`config.mk`:
```
export PLATFORM = sky130hd
export DESIGN_NAME = reg_dump_reader
export DESIGN_NICKNAME = d
export VERILOG_FILES = /design/src/rtl/avr_dbg_pkg.sv /design/src/rtl/reg_dump_reader.sv
export SDC_FILE = /design/constraint.sdc
export NUM_CORES = 1
export LEC_CHECK = 0
export ABC_AREA = 1
export CORE_ASPECT_RATIO = 0.6
export CORE_UTILIZATION = 50
export DETAILED_ROUTE_END_ITERATION = 10
export PLACE_DENSITY = 0.75
export SLEW_MARGIN = 20
export SYNTH_ARGS = -nofsm -noshare
export SYNTH_HDL_FRONTEND = slang
export SYNTH_SLANG_ARGS = --single-unit
```
`constraint.sdc`:
```
create_clock -name clk -period 3.5 [get_ports clk]
set_input_delay 0.525 -clock clk [delete_from_list [all_inputs] [get_ports clk]]
set_output_delay 0.525 -clock clk [all_outputs]
set_load 0.005 [all_outputs]
```
`src/rtl/avr_dbg_pkg.sv`:
```
// Shared definitions for the AVR debug-link blocks: register address width,
// frame header marker, dump FSM state encoding and the count clamp helper.
package avr_dbg_pkg;

  // Register file address width (32 registers).
  localparam int ADDR_W = 5;

  // Width of the requested register count.
  localparam int CNT_W = 6;

  // Default frame start marker.
  localparam logic [7:0] HDR_BYTE_DEFAULT = 8'hA5;

  // Dump frame FSM states.
  typedef enum logic [2:0] {
    ST_IDLE = 3'd0,
    ST_HDR  = 3'd1,
    ST_ADR  = 3'd2,
    ST_CNT  = 3'd3,
    ST_DATA = 3'd4,
    ST_SUM  = 3'd5
  } dump_state_e;

  // Limit a requested count to the number of registers actually present.
  function automatic logic [CNT_W-1:0] clamp_count(
    input logic [CNT_W-1:0] req,
    input logic [CNT_W:0]   max_cnt
  );
    if ({1'b0, req} > max_cnt) begin
      return max_cnt[CNT_W-1:0];
    end
    return req;
  endfunction

endpackage

```
`src/rtl/reg_dump_reader.sv`:
```
// Register dump reader: on a start request, streams one frame over a byte-wide
// debug link: header, first address, effective count, register bytes and an
// 8-bit additive checksum of the register bytes.
//
// Handshake on the debug link: a byte moves on every posedge where
// tx_valid && tx_ready. Once tx_valid rises it stays high until the checksum
// byte has moved, and tx_data is held constant while tx_valid=1 and
// tx_ready=0. tx_ready without tx_valid does nothing.
module reg_dump_reader
  import avr_dbg_pkg::*;
#(
  parameter int         NUM_REGS = 32,
  parameter logic [7:0] HDR_BYTE = HDR_BYTE_DEFAULT
) (
  input  logic              clk,
  input  logic              rst,
  input  logic              start,
  input  logic [ADDR_W-1:0] first_addr,
  input  logic [CNT_W-1:0]  count,
  output logic [ADDR_W-1:0] rf_addr,
  input  logic [7:0]        rf_data,
  output logic [7:0]        tx_data,
  output logic              tx_valid,
  input  logic              tx_ready,
  output logic              busy,
  output logic              done,
  output dump_state_e       state_dbg
);

  localparam logic [CNT_W:0] MAX_CNT = (CNT_W + 1)'(NUM_REGS);

  dump_state_e       state;
  logic [ADDR_W-1:0] addr_q;     // first address latched with start
  logic [CNT_W-1:0]  eff_q;      // clamped register count for this frame
  logic [CNT_W-1:0]  remain_q;   // data bytes still to load after the one in tx_data
  logic [7:0]        sum_q;      // running checksum of loaded data bytes
  logic              xfer;

  assign xfer      = tx_valid & tx_ready;
  assign busy      = (state != ST_IDLE);
  assign state_dbg = state;

  // Frame sequencer: each byte is loaded into tx_data on the transfer of the
  // previous one, so the link sees back-to-back bytes with no bubbles.
  always_ff @(posedge clk) begin
    if (rst) begin
      state    <= ST_IDLE;
      tx_valid <= 1'b0;
      tx_data  <= 8'h00;
      done     <= 1'b0;
      rf_addr  <= '0;
      addr_q   <= '0;
      eff_q    <= '0;
      remain_q <= '0;
      sum_q    <= 8'h00;
    end else begin
      done <= 1'b0;
      case (state)
        ST_IDLE: begin
          if (start) begin
            addr_q   <= first_addr;
            eff_q    <= clamp_count(count, MAX_CNT);
            rf_addr  <= first_addr;
            sum_q    <= 8'h00;
            tx_data  <= HDR_BYTE;
            tx_valid <= 1'b1;
            state    <= ST_HDR;
          end
        end
        ST_HDR: begin
          if (xfer) begin
            tx_data <= {{(8 - ADDR_W){1'b0}}, addr_q};
            state   <= ST_ADR;
          end
        end
        ST_ADR: begin
          if (xfer) begin
            tx_data <= {{(8 - CNT_W){1'b0}}, eff_q};
            state   <= ST_CNT;
          end
        end
        ST_CNT: begin
          if (xfer) begin
            if (eff_q == '0) begin
              tx_data <= sum_q;
              state   <= ST_SUM;
            end else begin
              // First data byte: capture the register now, never re-read.
              tx_data  <= rf_data;
              sum_q    <= sum_q + rf_data;
              rf_addr  <= rf_addr + 1'b1;
              remain_q <= eff_q - 1'b1;
              state    <= ST_DATA;
            end
          end
        end
        ST_DATA: begin
          if (xfer) begin
            if (remain_q == '0) begin
              tx_data <= sum_q;
              state   <= ST_SUM;
            end else begin
              tx_data  <= rf_data;
              sum_q    <= sum_q + rf_data;
              rf_addr  <= rf_addr + 1'b1;
              remain_q <= remain_q - 1'b1;
            end
          end
        end
        ST_SUM: begin
          if (xfer) begin
            tx_valid <= 1'b0;
            tx_data  <= 8'h00;
            done     <= 1'b1;
            state    <= ST_IDLE;
          end
        end
        default: begin
          tx_valid <= 1'b0;
          state    <= ST_IDLE;
        end
      endcase
    end
  end

endmodule

```
# == Yosys cells after proc, flatten, opt, wreduce, memory -nomap -nowiden ==
# Cells that the tools add are included.
# op_classes
n_reduce_logical,15
n_eq_ne,14
bitwise,3
n_mux,45
n_addsub,4
order_cmp,1
# op_table
cell,count
8-bit two-way mux,13
8-bit one-hot mux with 6 select lines,1
6-bit two-way mux,6
5-bit two-way mux,5
8-bit one-hot mux with 3 select lines,1
3-bit two-way mux,7
2-bit inequality test (second input constant),9
3-bit one-hot mux with 6 select lines,1
5-bit one-hot mux with 3 select lines,1
7-bit AND reduction,2
6-bit logical NOT,2
6-bit one-hot mux with 2 select lines,1
6-bit by 1-bit subtractor with 6-bit output (second input constant),2
8-bit adder,1
1-bit two-way mux,8
3-bit by 2-bit == test with 1-bit output (second input constant),2
3-bit == test (second input constant),2
6-bit greater-than comparator (second input constant),1
6-bit AND reduction,1
3-bit nonzero test,2
6-bit nonzero test,1
5-bit by 1-bit adder with 5-bit output (second input constant),1
5-bit AND reduction,1
4-bit OR reduction,1
other kinds (9),10
# word_totals
elab_cells,91
ff_bits,43
output_inout_bits,19
inputBits,23

# == Depth between registers and ports, before layout ==
# depth
depth_word,6
depth_mapped,10
ltp_nobuf,10

# == Least setup slack after synthesis ==
# No wires, ideal clock.
# synth_path
path_kind,input port to flip-flop
start,input port rf_data[0]
end,register sum_q[4]
t_arrival_ns,1.685
path_buffers,0
setup_slack_ns,1.683
path_stages,7
t_required_ns,3.368
setup_ns,0.132
cell_sequence,ha_1 fa_1 nand3_1 nand2_1 or2_2 nand3_1 a21oi_1
# synth_between
elab_chain_len,4
elab_cells_between_ends,6
classes_between,1 x add/sub; 5 x mux
# synth_rtl
item,line_no,text
"start, declared",reg_dump_reader.sv:21,"input logic [7:0] rf_data,"
8-bit adder (*),"reg_dump_reader.sv:90, reg_dump_reader.sv:104",
8-bit two-way mux (on tied branches),"reg_dump_reader.sv:99, reg_dump_reader.sv:84",
8-bit two-way mux (on tied branches),"reg_dump_reader.sv:98, reg_dump_reader.sv:83",
8-bit one-hot mux with 3 select lines (*),reg_dump_reader.sv:58,case (state)
"end signal, assigned",reg_dump_reader.sv:90,sum_q <= sum_q + rf_data;
"end signal, assigned",reg_dump_reader.sv:104,sum_q <= sum_q + rf_data;
"end, declared",reg_dump_reader.sv:36,logic [7:0] sum_q;
# Every way passes the cells marked *; elsewhere a longest branch is shown, timed or not. The select of a mux whose other input is x is not followed.
# A chain may end at the register's enable or synchronous reset.

# == Final worst setup path ==
# Ends and elaborated chain as after synthesis.

==> flow_summary_export.csv <==
group,metric,value,unit
finish,fill_cells,514,
power,power_switching,1.13,mW
run,cap_violations,0,
die,ioPinCount,42,
power,seqPwrFrac,0.310,
finish,finalNonFillerCells,512,
worst_setup_path,rrSetupSlack,1500,ps
worst_setup_path,path_max_fanout,3,
finish,layout_commonest_cell,"nand2_1",
yosys,yosysWarnings,0,
yosys,synthDominantCellAreaShare,0.320,
worst_setup_path,crit_family,"adder cells",
finish,drive_gt1_frac,0.0673,
placed_design,place_hpwl,5190,um
worst_setup_path,required,3670,ps
status,status,"completed",
grt,grt_max_degree,35,
timing,setup_viol,0,
timing,period_needed,2050,ps
die,die_w,96.6,um
grt,antenna_found_initial,0,
clock_tree,cts-hold-fix-buffers,0,
worst_setup_path,startpoint_type,"primary input",
die,rows,20,
grt,grt_pass1_vias,2404,
worst_setup_path,startpoint,"rf_data[0]",
worst_setup_path,end_kind,"flop",
finish,areaGrowthSynthToFinish,19.8,%
grt,grt_pass1_wl,11400,um
finish,layout_common_cells,"nand2_1 (127), a21oi_1 (43), dfxtp_1 (43)",
worst_setup_path,path_cells,"clkdlybuf4s50_1, ha_1, fa_1, nand3_1, nand2_1, or2_2, nand3_1, a21oi_1",
clock_tree,post_cts_buffers,0,
power,p_per_area,768,nW/um^2
timing,tightest_slew,651,ps
placed_design,place.gp.congestion,0.918,
clock_tree,cts-buffers-inserted,5,
yosys,synthCells,408,
worst_setup_path,critPathBufInv,1,
clock_tree,root_buffer,"clkbuf_8",
timing,setup_tns,0,ps
drt,vias,2778,
drt,avgViaCountPerCell,5.43,
worst_setup_path,critPathArrivalTime,2220,ps
worst_setup_path,crit_top_cell,"nand3_1",
drt,detail-route-antenna-nets,0,
drt,drc,0,
power,clkPwrFrac,0.153,
worst_setup_path,crit_end,"sum_q[4]",
timing,fmax,487,MHz
power,switching_share,0.458,
worst_setup_path,worstSetupPathType,"primary input to flop",
timing,finalCritPeriodShare,0.586,
yosys,synth-seq-area-share,0.320,
placed_design,io_buffers,41,
timing,hold_viol,0,
worst_setup_path,reg2reg_to,"remain_q[4]",
timing,drv_slew,0,
clock_tree,clk_pin_slew,80,ps
clock_tree,cts.path.max_buffers,2,
timing,slew_headroom,0.565,
power,power,2.47,mW
yosys,synth_nets,441,
power,p_int,1.34,mW
drt,drt_iter0_markers,187,
drt,totalWireLength,6840,um
clock_tree,cts_sinks,43,
power,ir_drop,0.370,mV
worst_setup_path,cp.depth,8,
yosys,yosys.area.top_type,"dfxtp_1",
yosys,ys_types,42,
yosys,syn-cell-area,2690,um^2
timing,finalClockSkew,4.32,ps
clock_tree,htreeDepth,2,
die,start_util,0.526,
timing,rsz0062_at_grt,"false",
power,combPwrFrac,0.537,
finish,antenna_cells_inserted,0,
timing,hold_ws,476,ps
grt,overflow,0,
yosys,synth-async-reset-ratio,0,
worst_setup_path,reg2reg_from,"state_dbg[0]",
die,fp.dieH,58.8,um
min_path,hp-class,"flop to flop",
yosys,ys_ff_latch,43,
placed_design,dp.cells,505,
power,p_leak,1.44,nW
clock_tree,clock_latency,290,ps
finish,post-route-util,0.631,
drt,wl_per_cell,13.4,um
yosys,netlist_top_cells_area,"dfxtp_1 (32%), nand2_1 (18%), a21oi_1 (8.0%)",
yosys,avgSynthCellArea,6.58,um^2
drt,drt_first_pass_iters,5,
grt,grt_use_total,0.248,
worst_setup_path,reg2reg_depth,8,
worst_setup_path,cp_slowest_stage_delay,430,ps
worst_setup_path,cp_slowest_cell,"clkdlybuf4s50_1",
finish,fin_nets,479,
die,core-area,5100,um^2
yosys,ys.flop_type,"dfxtp_1",
yosys,synth_edf_count,0,
clock_tree,ctsResizeCount,0,
clock_tree,cts_tree,"yes",
die,design.die.area,5680,um^2
-- layer usage --
metal	part of all wire	vias to the layer above	GRT usage
met5	0	-	0
met4	0.0037	0	0.0426
met3	0.088	5	0.0546
met2	0.41	115	0.376
met1	0.50	1249	0.367
li1	-	1409	-
-- layout make-up --
type / instances / area [um^2] / share of cell area
multi-input combinational: 314 / 1600 / 0.497
tap: 66 / 82.6 / 0.0257
timing repair buffer: 42 / 418 / 0.130
clock inverter: 1 / 30.0 / 0.00933
sequential: 43 / 861 / 0.267
inverter: 40 / 155 / 0.0482
clock buffer: 6 / 72.6 / 0.0225
-- state kept, by name (all words and copies together) (netlist names) --
name and count:
addr_q 5, done 1, eff_q 6, remain_q 6
rf_addr 5, state_dbg 3, sum_q 8, tx_data 8
tx_valid 1
-- worst reg2reg max path: cells and delay by family (launching register included) --
family | cells | cell delay (ps)
compound gates | 1 | 150
flops | 1 | 390
buf+inv | 2 | 490
simple gates | 5 | 880
-- worst min-delay path by stage --
stage	depth (start not counted)	end	start
after detailed placement	2	tx_data[1]	tx_data[1]
final	2	addr_q[3]	addr_q[3]
after CTS	2	tx_data[1]	tx_data[1]
after global placement	2	tx_data[6]	tx_data[6]
after global routing	2	tx_data[6]	tx_data[6]
after floorplan	2	addr_q[0]	addr_q[0]
-- power groups by stage --
stage	clock [mW]	combinational [mW]	sequential [mW]
3_3_place_gp	0	1.30	0.770
6_report	0.379	1.33	0.765
4_1_cts	0.382	1.32	0.765
2_1_floorplan	0	0.965	0.744
3_5_place_dp	0	1.31	0.773
5_1_grt	0.401	1.49	0.786
-- synth_stat cells, drive strengths merged, types with 7 or more instances --
cell    number
nor2        38
inv         40
a21oi       45
o21ai       30
nand2      132
dfxtp       43
nand3       26
nand4        7
clkbuf       7
ha           9
o211ai       7
-- through the flow --
step                worst slack, ps  cell area [um^2]
detailed placement             1160              3120
CTS                            1460              3220
finish                         1450              3220
floorplan                      1680              2690
global placement               1200              3120
global route                   1280              3220
-- kinds of logic (layout without fill, tap and decap cells) --
| logic type | after synthesis | in the layout | share of synthesized area |
|---|---|---|---|
| AND/OR/NAND/NOR | 210 | 210 | 0.338 |
| AO/OA/AOI/OAI | 89 | 89 | 0.192 |
| buffers and inverters | 51 | 89 | 0.0838 |
| flip-flops | 43 | 43 | 0.320 |
| adder cells (fa/ha/maj) | 10 | 10 | 0.0494 |
| XOR/XNOR | 5 | 5 | 0.0163 |
(Power assumes the default switching activity.)
